==> src/rtl/clk_div_ctrl_if.sv <==
// Divisor configuration channel between the board control master and clk_div_ctrl.
// Valid/ready offer of a new divisor, with done/err result pulses back to the master.
interface clk_div_ctrl_if #(
  parameter int P_CNT_W = 16
) ();
  logic [P_CNT_W-1:0] cfg_div;
  logic               cfg_valid;
  logic               cfg_ready;
  logic               cfg_done;
  logic               cfg_err;

  modport master (
    output cfg_div, cfg_valid,
    input  cfg_ready, cfg_done, cfg_err
  );

  modport slave (
    input  cfg_div, cfg_valid,
    output cfg_ready, cfg_done, cfg_err
  );
endinterface

==> src/rtl/clk_div_ctrl.sv <==
// Programmable clock divider with start/stop sequencing; divisor changes land only on
// full-period boundaries and stops always finish the high half, so no runt pulses appear.
//
// state        | meaning
// ST_IDLE      | output held low, counter cleared, waiting for i_en
// ST_RUN       | counting half periods and toggling o_clk_div
// ST_STOP_WAIT | i_en dropped while high; finish the high half then go idle
module clk_div_ctrl #(
  parameter int P_DEFAULT_DIV = 2,
  parameter int P_CNT_W       = 16
) (
  input  logic           i_clk,
  input  logic           i_rst,
  input  logic           i_en,
  clk_div_ctrl_if.slave  cfg,
  output logic           o_running,
  output logic           o_clk_div
);

  typedef enum logic [1:0] {
    ST_IDLE      = 2'd0,
    ST_RUN       = 2'd1,
    ST_STOP_WAIT = 2'd2
  } state_t;

  state_t             state_q, state_d;
  logic [P_CNT_W-1:0] cnt_q, cnt_d;
  logic [P_CNT_W-1:0] div_q, div_d;
  logic [P_CNT_W-1:0] pend_div_q, pend_div_d;
  logic               pend_q, pend_d;
  logic               clk_div_q, clk_div_d;
  logic               ready_q, ready_d;
  logic               done_q, done_d;
  logic               err_q, err_d;
  logic               running_q, running_d;

  logic [P_CNT_W-1:0] half;
  logic               at_bnd;
  logic               xfer;
  logic               apply;

  always_comb begin
    state_d    = state_q;
    cnt_d      = cnt_q;
    div_d      = div_q;
    pend_div_d = pend_div_q;
    pend_d     = pend_q;
    clk_div_d  = clk_div_q;
    ready_d    = ready_q;
    done_d     = 1'b0;
    err_d      = 1'b0;
    apply      = 1'b0;

    half   = div_q >> 1;
    at_bnd = (cnt_q == half - P_CNT_W'(1));
    xfer   = cfg.cfg_valid && ready_q;

    case (state_q)
      ST_IDLE: begin
        clk_div_d = 1'b0;
        cnt_d     = '0;
        // a divisor accepted on the very edge we dropped into idle lands here
        apply     = pend_q;
        if (i_en) state_d = ST_RUN;
      end
      ST_RUN: begin
        if (at_bnd) begin
          cnt_d     = '0;
          clk_div_d = ~clk_div_q;
        end else begin
          cnt_d = cnt_q + P_CNT_W'(1);
        end
        if (!i_en && !clk_div_q) begin
          state_d   = ST_IDLE;
          cnt_d     = '0;
          clk_div_d = 1'b0;
          apply     = pend_q;
        end else if (!i_en) begin
          if (at_bnd) begin
            state_d = ST_IDLE;
            apply   = pend_q;
          end else begin
            state_d = ST_STOP_WAIT;
          end
        end else if (at_bnd && clk_div_q) begin
          apply = pend_q;
        end
      end
      ST_STOP_WAIT: begin
        if (at_bnd) begin
          state_d   = ST_IDLE;
          cnt_d     = '0;
          clk_div_d = 1'b0;
          apply     = pend_q;
        end else begin
          cnt_d = cnt_q + P_CNT_W'(1);
        end
      end
      default: begin
        state_d   = ST_IDLE;
        cnt_d     = '0;
        clk_div_d = 1'b0;
      end
    endcase

    if (apply) begin
      div_d   = pend_div_q;
      pend_d  = 1'b0;
      ready_d = 1'b1;
      done_d  = 1'b1;
      cnt_d   = '0;
    end

    // xfer needs ready, which implies nothing pending, so it never collides with apply
    if (xfer) begin
      if (cfg.cfg_div < P_CNT_W'(2)) begin
        err_d = 1'b1;
      end else if (state_q == ST_IDLE) begin
        div_d  = cfg.cfg_div;
        done_d = 1'b1;
      end else begin
        pend_div_d = cfg.cfg_div;
        pend_d     = 1'b1;
        ready_d    = 1'b0;
      end
    end

    running_d = (state_d != ST_IDLE);
  end

  always_ff @(posedge i_clk or posedge i_rst) begin
    if (i_rst) begin
      state_q    <= ST_IDLE;
      cnt_q      <= '0;
      div_q      <= P_CNT_W'(P_DEFAULT_DIV);
      pend_div_q <= '0;
      pend_q     <= 1'b0;
      clk_div_q  <= 1'b0;
      ready_q    <= 1'b1;
      done_q     <= 1'b0;
      err_q      <= 1'b0;
      running_q  <= 1'b0;
    end else begin
      state_q    <= state_d;
      cnt_q      <= cnt_d;
      div_q      <= div_d;
      pend_div_q <= pend_div_d;
      pend_q     <= pend_d;
      clk_div_q  <= clk_div_d;
      ready_q    <= ready_d;
      done_q     <= done_d;
      err_q      <= err_d;
      running_q  <= running_d;
    end
  end

  assign cfg.cfg_ready = ready_q;
  assign cfg.cfg_done  = done_q;
  assign cfg.cfg_err   = err_q;
  assign o_running     = running_q;
  assign o_clk_div     = clk_div_q;

endmodule

==> src/flat_wrapper.sv <==
// flat-port wrapper written by rule: the top's interface ports become plain ports
module clk_div_ctrl_flat 
#(
  parameter int P_DEFAULT_DIV = 2,
  parameter int P_CNT_W       = 16
)
  (i_clk, i_rst, i_en, o_running, o_clk_div, cfg_cfg_div, cfg_cfg_valid, cfg_cfg_ready, cfg_cfg_done, cfg_cfg_err);
  clk_div_ctrl_if #(.P_CNT_W(P_CNT_W)) cfg_i ();
  input  logic i_clk;
  input  logic i_rst;
  input  logic i_en;
  output logic o_running;
  output logic o_clk_div;
  input wire logic [$bits(cfg_i.cfg_div)-1:0] cfg_cfg_div;
  input wire logic [$bits(cfg_i.cfg_valid)-1:0] cfg_cfg_valid;
  output wire logic [$bits(cfg_i.cfg_ready)-1:0] cfg_cfg_ready;
  output wire logic [$bits(cfg_i.cfg_done)-1:0] cfg_cfg_done;
  output wire logic [$bits(cfg_i.cfg_err)-1:0] cfg_cfg_err;
  assign cfg_i.cfg_div = cfg_cfg_div;
  assign cfg_i.cfg_valid = cfg_cfg_valid;
  assign cfg_cfg_ready = cfg_i.cfg_ready;
  assign cfg_cfg_done = cfg_i.cfg_done;
  assign cfg_cfg_err = cfg_i.cfg_err;
  clk_div_ctrl #(.P_DEFAULT_DIV(P_DEFAULT_DIV), .P_CNT_W(P_CNT_W)) u_core (.i_clk(i_clk), .i_rst(i_rst), .i_en(i_en), .cfg(cfg_i), .o_running(o_running), .o_clk_div(o_clk_div));
endmodule
==> config.mk <==
export PLATFORM = sky130hd
export DESIGN_NAME = clk_div_ctrl_flat
export DESIGN_NICKNAME = d
export VERILOG_FILES = /design/src/rtl/clk_div_ctrl_if.sv /design/src/rtl/clk_div_ctrl.sv /design/src/flat_wrapper.sv
export SDC_FILE = /design/constraint.sdc
export NUM_CORES = 1
export LEC_CHECK = 0
export BUFFER_PORTS_ARGS = -buffer_cell sky130_fd_sc_hd__buf_2
export CORE_ASPECT_RATIO = 0.75
export CORE_MARGIN = 4
export CORE_UTILIZATION = 50
export CTS_CLUSTER_SIZE = 40
export DETAILED_ROUTE_END_ITERATION = 8
export PLACE_DENSITY = 0.8
export SETUP_SLACK_MARGIN = 0.5
export SYNTH_ARGS = -nofsm -noshare
export SYNTH_HDL_FRONTEND = slang
export SYNTH_SLANG_ARGS = --single-unit
==> constraint.sdc <==
create_clock -name i_clk -period 5.4 [get_ports i_clk]
set_input_delay 1.08 -clock i_clk [delete_from_list [all_inputs] [get_ports i_clk]]
set_output_delay 1.08 -clock i_clk [all_outputs]
set_load 0.01 [all_outputs]
==> run_results.csv <==
group,metric,value,unit
critical_path,cp-start-kind,"input port",
synthesis,synth_mux_area_share,5.265,%
global_routing,antenna_found_initial,0,
synthesis,yosys.area.top_type,"dfrtp_1",
route,post_drt_wl_per_cell,17.01,um
power_and_ir_drop,ir_drop,109.2,uV
sta,hold_violations,0,
floorplan,die_w,103.2,um
clock_tree,clk_latency,0.31,ns
synthesis,avgSynthCellArea,9.086,um2
synthesis,netlist.area_leader.share,38.29,%
floorplan,coreArea,0.006444,mm2
power_and_ir_drop,power.net_switching,220.5,uW
power_and_ir_drop,p_leak,1.649,nW
sta,fmax,273.3,MHz
floorplan,num_rows,25,
synthesis,synth-warning-count,0,
placed_design,post-dp-hpwl,5638,um
outcome,outcome,"completed",
sta,skew,0.004471,ns
power_and_ir_drop,pwr_density_cell,220.1,mW/mm2
route,drt-vias-per-instance,6.072,
global_routing,grt_max_degree,55,
clock_tree,cts_root_buffer,"clkbuf_8",
sta,rsz0062_at_grt,"no",
placed_design,portBuffers,23,
synthesis,synthAdderAreaFrac,2.577,%
synthesis,syn-cell-area,0.003398,mm2
floorplan,die_area,0.008193,mm2
synthesis,ys_ff_latch,54,
synthesis,async_reset_ff_share,100.0,%
placed_design,gp_congestion,0.8787,
flow_run,cap_violations,0,
route,drc_errors,0,
synthesis,synth-simple-area-share,23.12,%
sta,fin_hold_ws,0.5380,ns
synthesis,synth_top_family_by_area,"simple AND/OR/NAND/NOR gates",
synthesis,syn_inst,374,
sta,finalSetupViolCount,0,
global_routing,grt_pass1_wl,13990,um
critical_path,end_kind,"register",
final_layout,drive_gt1_share,17.95,%
critical_path,r2r_slack,1.83,ns
synthesis,synth_most_common_cell,"dfrtp_1",
synthesis,ys_top_cells_by_area,"dfrtp_1, mux2_2, nand2_1",
global_routing,grt_pass1_vias,2906,
route,drt_iter0_markers,173,
sta,min_period,3.658,ns
global_routing,track_usage,21.37,%
clock_tree,postCtsSetupRepairBufs,0,
synthesis,synth_edf_count,0,
sta,maxSlewViolCount,0,
synthesis,synth_common_cells,"dfrtp_1, nand2_1, nor2_1, o21ai_0, nand3_1",
global_routing,grt-ovfl-total,0,
clock_tree,holdBufCountCts,0,
power_and_ir_drop,internal_power,582.5,uW
clock_tree,cts_sinks,54,
sta,slew_headroom,13.91,%
route,antenna_left,0,
power_and_ir_drop,switching_share,27.46,%
critical_path,cp_max_fo,18,
power_and_ir_drop,power_frac_clock,32.7,%
clock_tree,clk_pin_slew,0.09,ns
synthesis,synth_top_flop_cell,"dfrtp_1",
route,via_count,2860,
critical_path,arrival,3.89,ns
clock_tree,cts_tree,"built",
critical_path,crit_type,"input port to register",
synthesis,syn_nets,401,
final_layout,num_antenna_cells,0,
clock_tree,htree_levels,2,
route,first_pass_iters,4,
route,drt-total-wl,8012,um
sta,worst_pin_slew,1.287,ns
final_layout,syn2layout_area_growth,7.364,%
synthesis,synth_cell_types,58,
sta,period_share,67.75,%
clock_tree,cts_buffers,5,
power_and_ir_drop,power_frac_seq,52.5,%
clock_tree,cts_resized,0,
power_and_ir_drop,share_comb_of_total_power,14.8,%
worst_hold_path,hold_path_class,"register to register",
clock_tree,clk_path_buf_depth,2,
synthesis,synth_compound_area_share,16.46,%
power_and_ir_drop,p_total,803.0,uW
synthesis,ys_seq_area_share,39.84,%
final_layout,nets,416,
floorplan,initial_core_util,52.74,%
synthesis,synth_xor_area_share,8.505,%
critical_path,cp_data_required_time,5.63,ns
floorplan,fp.dieH,79.40,um
sta,tns,0,ns
floorplan,ios,25,
## kinds of logic after synthesis
logic type	after synthesis
xor+xnor	33
compound gates	79
mux	16
simple gates	157
flops	54
fa+ha+maj	7
buf+inv	28
## routing by layer
layer  wire (um)  global-route usage [%]  share of wire (%)  vias up
li1            -                       -                  -     1372
met1        3737                   30.04                 47     1395
met2        3744                   33.42                 47       83
met3         438                   3.755                5.5       10
met4          92                   6.856                1.1        0
met5           0                       0                  0        -
## cell type report
class | count | area (um2)
well taps | 81 | 101.3
multi-input cells | 292 | 1901
inverters | 8 | 30.03
clock buffers | 8 | 110.1
fillers | 568 | 2795
flip-flops and latches | 54 | 1354
repair buffers | 28 | 152.6
## power by group through the flow
stage	Clock, mW	Combinational (mW)	Sequential [mW]
after floorplan	0	0.0829	0.430
after global placement	0	0.114	0.429
after detailed placement	0	0.117	0.430
after CTS	0.268	0.118	0.422
after global routing	0.283	0.133	0.423
final	0.263	0.119	0.422
## placed cells by master (no fill, tap or decap), types with 16 or more instances in the layout
| cell type | n |
|---|---|
| a31oi_1 | 16 |
| and3_1 | 19 |
| buf_2 | 23 |
| dfrtp_1 | 52 |
| nand2_1 | 44 |
| nand3_1 | 22 |
| nor2_1 | 35 |
| o21ai_0 | 23 |
| xnor2_1 | 16 |
| xor2_1 | 17 |
## sequential cells by signal, indices dropped and copies added (netlist names)
register              count
u_core.div_q             15
u_core.pend_q             1
u_core.o_clk_div          1
u_core.cfg.cfg_err        1
u_core.cfg.cfg_ready      1
u_core.cnt_q             16
u_core.cfg.cfg_done       1
u_core.pend_div_q        15
u_core.o_running          1
u_core.state_q            2
## final timing paths
path / from / to / cells after the start
min: u_core.pend_div_q[5] / u_core.pend_div_q[5] / 1
max: cfg_cfg_div[8] / u_core.div_q[1] / 8
min reg2reg: u_core.pend_div_q[5] / u_core.pend_div_q[5] / 1
min in group asynchronous: i_rst / u_core.o_clk_div / 3
max in group asynchronous: i_rst / u_core.pend_div_q[8] / 3
max reg2reg: u_core.div_q[2] / u_core.div_q[3] / 9
## worst max-delay path: stages
cell and delay (ns):
buf_2 0.12, nor4_1 0.53, a41oi_1 0.19, buf_4 0.24, and2_0 0.46, nor2_1 0.93
nand2_1 0.12, o21ai_0 0.21
## through the flow
step / setup slack [ns] / area [um2] / utilization, % / cells
3_3_place_gp: 1.596 / 3538 / 54.91 / 463
4_1_cts: 1.772 / 3649 / 56.62 / 471
5_1_grt: 1.333 / 3649 / 56.62 / 471
2_1_floorplan: 2.462 / 3398 / - / 374
6_report: 1.742 / 3649 / 56.62 / 471
3_5_place_dp: 1.428 / 3538 / 54.91 / 463
Power figures use the tool's default switching activity.
